==> src/rtl/candle_sequencer.sv <==
// Round-robin light/extinguish command scheduler for the candle datapath.
// Define SEQ_STATS_EN to build the saturating completed-command counter on op_count.
module candle_sequencer #(
  parameter int unsigned          N_CANDLES   = 8,
  parameter int unsigned          HOLD_CYCLES = 16,
  parameter int unsigned          GAP_CYCLES  = 4,
  parameter logic [N_CANDLES-1:0] LIT_INIT    = {N_CANDLES{1'b1}}
) (
  input  logic                         sys_clk,
  input  logic                         clr_n,
  input  logic [N_CANDLES-1:0]         req_ext,
  input  logic [N_CANDLES-1:0]         req_light,
  output logic [$clog2(N_CANDLES)-1:0] cmd_position,
  output logic                         cmd_enable,
  output logic                         cmd_light,
  output logic [N_CANDLES-1:0]         lit_state,
  output logic                         busy,
  output logic [7:0]                   op_count
);

  localparam int unsigned POS_W   = $clog2(N_CANDLES);
  localparam int unsigned MAX_CNT = (HOLD_CYCLES > GAP_CYCLES) ? HOLD_CYCLES : GAP_CYCLES;
  localparam int unsigned CNT_W   = $clog2(MAX_CNT + 1);
  localparam logic [POS_W-1:0] LAST_IDX  = POS_W'(N_CANDLES - 1);
  localparam logic [CNT_W-1:0] HOLD_LOAD = CNT_W'(HOLD_CYCLES - 1);
  localparam logic [CNT_W-1:0] GAP_LOAD  = (GAP_CYCLES == 0) ? '0 : CNT_W'(GAP_CYCLES - 1);

  typedef enum logic [1:0] {ST_IDLE, ST_HOLD, ST_GAP} state_t;

  state_t               state_q, state_d;
  logic [CNT_W-1:0]     cnt_q, cnt_d;
  logic [POS_W-1:0]     pos_q, pos_d;
  logic                 light_q, light_d;
  logic                 en_q, en_d;
  logic                 busy_q, busy_d;
  logic [POS_W-1:0]     last_q, last_d;
  logic [N_CANDLES-1:0] lit_q, lit_d;
  logic [N_CANDLES-1:0] pend_ext_q, pend_ext_d;
  logic [N_CANDLES-1:0] pend_light_q, pend_light_d;
  logic [N_CANDLES-1:0] pend_any;
  logic                 found;
  logic [POS_W-1:0]     grant_idx;
  logic [POS_W-1:0]     cand;
  logic                 hold_done;

  assign pend_any  = pend_ext_q | pend_light_q;
  assign hold_done = (state_q == ST_HOLD) && (cnt_q == '0);

  // Request capture, round-robin grant search and FSM next-state.
  always_comb begin
    state_d      = state_q;
    cnt_d        = cnt_q;
    pos_d        = pos_q;
    light_d      = light_q;
    last_d       = last_q;
    lit_d        = lit_q;
    pend_ext_d   = pend_ext_q;
    pend_light_d = pend_light_q;
    found        = 1'b0;
    grant_idx    = '0;
    cand         = '0;

    // Extinguish beats light; the candle in service ignores new requests.
    for (int unsigned i = 0; i < N_CANDLES; i++) begin
      if (!((state_q != ST_IDLE) && (pos_q == POS_W'(i)))) begin
        if (req_ext[i]) begin
          if (lit_q[i]) begin
            pend_ext_d[i]   = 1'b1;
            pend_light_d[i] = 1'b0;
          end
        end else if (req_light[i] && !lit_q[i]) begin
          pend_light_d[i] = 1'b1;
          pend_ext_d[i]   = 1'b0;
        end
      end
    end

    for (int unsigned k = 1; k <= N_CANDLES; k++) begin
      cand = POS_W'((32'(last_q) + k) % N_CANDLES);
      if (!found && pend_any[cand]) begin
        found     = 1'b1;
        grant_idx = cand;
      end
    end

    case (state_q)
      ST_IDLE: begin
        if (found) begin
          pos_d                   = grant_idx;
          light_d                 = pend_light_q[grant_idx];
          pend_ext_d[grant_idx]   = 1'b0;
          pend_light_d[grant_idx] = 1'b0;
          last_d                  = grant_idx;
          cnt_d                   = HOLD_LOAD;
          state_d                 = ST_HOLD;
        end
      end
      ST_HOLD: begin
        if (cnt_q == '0) begin
          lit_d[pos_q] = light_q;
          cnt_d        = GAP_LOAD;
          state_d      = (GAP_CYCLES == 0) ? ST_IDLE : ST_GAP;
        end else begin
          cnt_d = cnt_q - CNT_W'(1);
        end
      end
      ST_GAP: begin
        if (cnt_q == '0) begin
          state_d = ST_IDLE;
        end else begin
          cnt_d = cnt_q - CNT_W'(1);
        end
      end
      default: state_d = ST_IDLE;
    endcase

    en_d   = (state_d == ST_HOLD);
    busy_d = (state_d != ST_IDLE);
  end

  always_ff @(posedge sys_clk or negedge clr_n) begin
    if (!clr_n) begin
      state_q      <= ST_IDLE;
      cnt_q        <= '0;
      pos_q        <= '0;
      light_q      <= 1'b0;
      en_q         <= 1'b0;
      busy_q       <= 1'b0;
      last_q       <= LAST_IDX;
      lit_q        <= LIT_INIT;
      pend_ext_q   <= '0;
      pend_light_q <= '0;
    end else begin
      state_q      <= state_d;
      cnt_q        <= cnt_d;
      pos_q        <= pos_d;
      light_q      <= light_d;
      en_q         <= en_d;
      busy_q       <= busy_d;
      last_q       <= last_d;
      lit_q        <= lit_d;
      pend_ext_q   <= pend_ext_d;
      pend_light_q <= pend_light_d;
    end
  end

  assign cmd_position = pos_q;
  assign cmd_enable   = en_q;
  assign cmd_light    = light_q;
  assign lit_state    = lit_q;
  assign busy         = busy_q;

`ifdef SEQ_STATS_EN
  logic [7:0] op_count_q, op_count_d;

  // Saturating count of completed commands.
  always_comb begin
    op_count_d = op_count_q;
    if (hold_done && (op_count_q != 8'hFF)) begin
      op_count_d = op_count_q + 8'd1;
    end
  end

  always_ff @(posedge sys_clk or negedge clr_n) begin
    if (!clr_n) begin
      op_count_q <= 8'h00;
    end else begin
      op_count_q <= op_count_d;
    end
  end

  assign op_count = op_count_q;
`else
  logic unused_hold_done;
  assign unused_hold_done = hold_done;
  assign op_count         = 8'h00;
`endif

endmodule

==> config.mk <==
export PLATFORM = sky130hd
export DESIGN_NAME = candle_sequencer
export DESIGN_NICKNAME = d
export VERILOG_FILES = /design/src/rtl/candle_sequencer.sv
export SDC_FILE = /design/constraint.sdc
export NUM_CORES = 1
export LEC_CHECK = 0
export CAP_MARGIN = 5
export CORE_UTILIZATION = 55
export CTS_CLUSTER_DIAMETER = 80
export DETAILED_ROUTE_END_ITERATION = 8
export PLACE_DENSITY = 0.79
export SKIP_CTS_REPAIR_TIMING = 1
export SLEW_MARGIN = 20
export SYNTH_ARGS = -nofsm -noshare
export SYNTH_HDL_FRONTEND = slang
export SYNTH_SLANG_ARGS = --single-unit
==> constraint.sdc <==
create_clock -name sys_clk -period 5.07 [get_ports sys_clk]
set_input_delay 0.7605 -clock sys_clk [delete_from_list [all_inputs] [get_ports sys_clk]]
set_output_delay 0.7605 -clock sys_clk [all_outputs]
set_load 0.02 [all_outputs]
After elaboration in Yosys (flattened, before gate mapping):

Cells that the tools add are included.

* logic and storage cells: 211
* register bits: 40
* output and inout bits: 22
* input bits: 18

* muxes and demuxes: 115
* add/sub/neg operators: 9
* bitwise gates (word level): 4
* magnitude comparators: 12
* reduce and logical (&&, ||, !) cells: 49
* equal/unequal tests: 12

Operators by type and width (number)
* 1-bit 2-to-1 mux: 83
* 3-bit by 4-bit < comparator with 1-bit output, second input constant: 10
* 8-bit 2-to-1 mux: 4
* 1-bit binary-select mux with 3-bit select: 9
* 1-bit logical AND: 25
* 3-bit 2-to-1 mux: 8
* 8-bit bitwise AND: 2
* 1-bit zero test: 15
* 5-bit 2-to-1 mux: 3
* 5-bit case mux with 3 select lines: 1
* 3-bit adder, second input constant: 4
* 3-bit equality test, second input constant: 4
* 8-bit bitwise mux: 1
* 8-bit NOT: 1
* 8-bit OR: 1
* 3-bit by 1-bit adder with 3-bit output, second input constant: 2
* 3-bit by 2-bit adder with 3-bit output, second input constant: 2
* 1-bit demux with 3-bit select: 2
* 3-bit by 2-bit equality test with 1-bit output, second input constant: 2
* 3-bit by 1-bit >= comparator with 1-bit output, second input constant: 2
* 2-bit 2-to-1 mux: 3
* 2-bit case mux with 3 select lines: 1
* 5-bit zero test: 1
* 5-bit by 1-bit subtractor with 5-bit output, second input constant: 1
* other kinds (10): 14

Longest topological paths before layout:

* depth in word-level cells: 33
* mapped depth: 15
* gate-level depth less buffers: 12

Least setup slack after synthesis:

Ideal clock, no wire load.

* path type: reg-to-reg
* start point: reg last_q[1]
* end point: reg light_q (netlist: cmd_light)
* buffers on the path: 2
* required time: 4947 ps
* arrival time: 3611 ps
* setup time: 123 ps
* stages on the path, launching flop included: 14
* clock period less this slack: 3735 ps
* path slack: 1335 ps
* cell sequence: dfstp_2 -> buf_2 -> clkinv_1 -> ha_1 -> clkbuf_1 -> mux4_2 -> a211oi_2 -> nand4bb_2 -> a211oi_1 -> a2bb2oi_1 -> a31o_2 -> mux4_1 -> mux2i_1 -> o21ai_1

* word-level cells in the longest chain between the ends: 27
* elaborated cells on any way between the ends: 57
* classes of those cells: 8 x add/sub; 34 x mux; 15 x reduce/logical

RTL lines
* start: declaration: RTL line 36 `logic [POS_W-1:0] last_q, last_d;`
* start signal: assignment: RTL line 140 `last_q <= last_d;`
* 3-bit by 1-bit adder with 3-bit output: RTL line 79 `cand = POS_W'((32'(last_q) + k) % N_CANDLES);`
* 1-bit binary-select mux with 3-bit select: RTL line 80 `if (!found && pend_any[cand]) begin`
* 1-bit 2-to-1 mux (implied by the code): RTL line 80
* 1-bit 2-to-1 mux: RTL line 80
* 1-bit zero test: RTL line 80
* 1-bit logical AND: RTL line 80
* 1-bit 2-to-1 mux: RTL line 80
* 1-bit zero test: RTL line 80
* [... 11 more ...]
* 1-bit zero test: RTL line 80
* 1-bit logical AND: RTL line 80
* 1-bit 2-to-1 mux: RTL line 80
* 1-bit zero test: RTL line 80
* 1-bit logical AND: RTL line 80
* 3-bit 2-to-1 mux: RTL line 80
* 1-bit binary-select mux with 3-bit select: RTL line 90 `light_d = pend_light_q[grant_idx];`
* 1-bit 2-to-1 mux (implied by the code): RTL line 90
* end signal: assignment: RTL line 137 `light_q <= light_d;`
* end: declaration: RTL line 33 `logic light_q, light_d;`

Several ways; a longest one is shown, not always the timed one. The select of a mux whose other input is x is not followed.
A chain may end at the register's enable or synchronous reset.

Final worst setup path:

* start point: reg last_q[0]
* end point: reg light_q (netlist: cmd_light)

The elaborated chain is that of the path after synthesis.

==> impl_metrics.env <==
export IMPL_gp_congestion=0.916
export IMPL_drive_gt1_share_pct=15.2
export IMPL_cp_max_fo=29
export IMPL_power_density_nw_per_um2=161
export IMPL_ys_seq_elements=40
export IMPL_ys_warn_count=0
export IMPL_fin_nets=412
export IMPL_fin_crit_ns=4.56
export IMPL_cts_tree="yes"
export IMPL_skew_ns=0.00878
export IMPL_clkLatencyLatePin_ns=0.30
export IMPL_fmax_mhz=219
export IMPL_async_reset_ff_share_pct=100
export IMPL_status="complete, no violations"
export IMPL_fin_crit_sh_pct=89.9
export IMPL_antenna_left=0
export IMPL_synth_area_sq_um=3140
export IMPL_power_internal_uw=442
export IMPL_port_buffers=31
export IMPL_clkSinkCount=40
export IMPL_p_comb_share_pct=5.6
export IMPL_drtIter0Drc=266
export IMPL_fp_dieH_um=77.5
export IMPL_grt_pass1_vias=2845
export IMPL_p_sw_uw=128
export IMPL_crit_chain="inv_1 -> ha_1 -> xnor2_1 -> a2111oi_0 -> a211oi_2 -> nand4bb_2 -> a211oi_1 -> a2bb2oi_1 -> a31o_2 -> mux4_1 -> mux2i_1 -> o21ai_1"
export IMPL_min_delay_start="cnt_q[4]"
export IMPL_p_leak_nw=1.47
export IMPL_end_kind="flip-flop"
export IMPL_setup_tns_ns=0
export IMPL_drc_errors=0
export IMPL_cap_violations=0
export IMPL_cp_slowest_cell="dfstp_2"
export IMPL_reg2reg_slack_ns=0.51
export IMPL_synth_edff_count=0
export IMPL_hold_path_class="flip-flop to flip-flop"
export IMPL_startpoint="last_q[0]"
export IMPL_slew_headroom_pct=41.1
export IMPL_viasPerCell=6.22
export IMPL_numCtsBuffers=5
export IMPL_die_x_um=77.5
export IMPL_wl_per_cell_um=17.2
export IMPL_synthCells=361
export IMPL_p_seq_share_pct=56.0
export IMPL_worstSetupPathType="flip-flop to flip-flop"
export IMPL_wirelength_um=7930
export IMPL_core_sq_um=5510
export IMPL_path_clk_slew_ns=0.07
export IMPL_vias=2859
export IMPL_synth_main_ff_cell="dfrtp_1"
export IMPL_setup_violations=0
export IMPL_start_util_pct=56.9
export IMPL_switching_share_pct=22.5
export IMPL_cts_max_path_buffers=2
export IMPL_clockPowerShare_pct=38.5
export IMPL_yosysSeqAreaShare_pct=32.4
export IMPL_cts_root_buf="clkbuf_8"
export IMPL_hold_violations=0
export IMPL_final_common_cell="nor2_1"
export IMPL_r2r_start="last_q[0]"
export IMPL_cp_start_kind="flip-flop"
export IMPL_avgSynthCellArea_sq_um=8.69
export IMPL_antenna_found_initial=0
export IMPL_antenna_cells=0
export IMPL_drv_slew=0
export IMPL_dieArea_sq_um=6010
export IMPL_vdd_ir_drop_max_v=0.000167
export IMPL_boundaryPins=40
export IMPL_critPathMaxStageDelay_ns=0.90
export IMPL_grt_use_total_pct=28.8
export IMPL_dp_hpwl_um=6050
export IMPL_cts_htree_levels=2
export IMPL_areaGrowthSynthToFinish_pct=12.8
export IMPL_grt_pass1_wl_um=13700
export IMPL_num_rows=27
export IMPL_grt_start_max_net_pins=41
export IMPL_cp_required_ns=5.23
export IMPL_cp_arrival_ns=4.72
export IMPL_synthDistinctLibCells=60
export IMPL_pre_cts_ws_ns=0.619
export IMPL_rsz0062_at_grt="false"
export IMPL_final_cell_mix="nor2_1, a21oi_1, nand2_1, clkdlybuf4s50_1, dfrtp_1"
export IMPL_worstMarginPinSlew_ns=0.883
export IMPL_grt_ovfl_total=0
export IMPL_setup_slack_ns=0.513
export IMPL_first_pass_iters=5
[sequential cells by signal, indices dropped and copies added (netlist names)]
signal and count:
busy 1, cmd_enable 1, cmd_light 1, cmd_position 3
cnt_q 5, last_q 3, lit_state 8, pend_ext_q 8
pend_light_q 8, state_q 2
[cells in the mapped netlist (4+ instances only)]
library cell / n / area, sq um
mux2i_1: 8 / 80.1
mux2_2: 11 / 124
o21ai_0: 7 / 35.0
nand3b_1: 4 / 30.0
ha_1: 7 / 87.6
nor2_1: 44 / 165
nand2_1: 34 / 128
a211oi_1: 6 / 45.0
dfrtp_1: 29 / 726
dfstp_2: 11 / 289
a21oi_1: 39 / 195
buf_2: 4 / 20.0
o22ai_1: 6 / 37.5
clkbuf_1: 5 / 18.8
or2_1: 4 / 25.0
inv_1: 23 / 86.3
mux4_2: 10 / 225
and2_1: 5 / 31.3
nor3b_1: 5 / 37.5
nor3_1: 13 / 65.1
nor2b_1: 9 / 56.3
buf_4: 10 / 75.1
nand3_1: 6 / 30.0
or2_2: 6 / 37.5
[critical path: cells and delay by family, from the launching register on]
family | cells | cell delay [ns]
muxes | 2 | 0.79
xor gates and xnor gates | 1 | 0.52
adders and majority gates | 1 | 0.32
DFF | 1 | 0.90
buffers and inverters | 1 | 0.28
AOI/OAI and AO/OA | 6 | 1.41
and+or+nand+nor | 1 | 0.21
[path summary, 6_finish.rpt]
| path | to | cells past startpoint |
|---|---|---|
| worst min-delay path | cnt_q[4] | 1 |
| max in group asynchronous | pend_ext_q[6] | 1 |
| worst max-delay path | cmd_light | 12 |
| min in group asynchronous | pend_ext_q[3] | 1 |
| worst max register to register | cmd_light | 12 |
| worst min register to register | cnt_q[4] | 1 |
[per-stage QoR]
step                util (%)  cells  cell area [sq um]  power, mW  hold WS, ns
floorplan                  -    368               3160      0.341        0.458
CTS                     64.2    460               3540      0.574        0.497
global route            64.2    460               3540      0.595        0.536
finish                  64.2    460               3540      0.571        0.503
global placement        62.5    452               3440      0.357        0.476
detailed placement      62.5    452               3440      0.357        0.480
[final cells by class]
cell class                 instances  area, sq um
clock inverter                     2         10.0
sequential                        40         1010
inverter                          24         90.1
tap                               72         90.1
timing repair buffer              31          305
fill                             473         1970
multi-input combinational        285         1940
clock buffer                       6         82.6
[cells by family after synthesis]
kind of cell	Yosys count	share of synthesized area (%)
buf+inv	43	6.50
fa+ha+maj	7	2.79
mux	31	15.4
compound gates	85	17.3
xor+xnor	3	0.838
flops	40	32.4
other cells	1	0.120
simple gates	151	24.7
[power by group through the flow]
stage | Sequential [mW] | Clock [mW] | Combinational (mW)
2_1_floorplan | 0.325 | 0 | 0.0160
3_3_place_gp | 0.325 | 0 | 0.0314
3_5_place_dp | 0.325 | 0 | 0.0321
4_1_cts | 0.319 | 0.222 | 0.0321
5_1_grt | 0.319 | 0.241 | 0.0354
6_report | 0.319 | 0.220 | 0.0317
[per-layer routing]
metal	share of wire, %	up-vias	global-route usage (%)
met4	2.6	0	10.9
met3	5.9	20	3.53
li1	-	1348	-
met5	0	-	0
met2	47	116	46.8
met1	44	1375	39.3
Power figures use the tool's default switching activity.
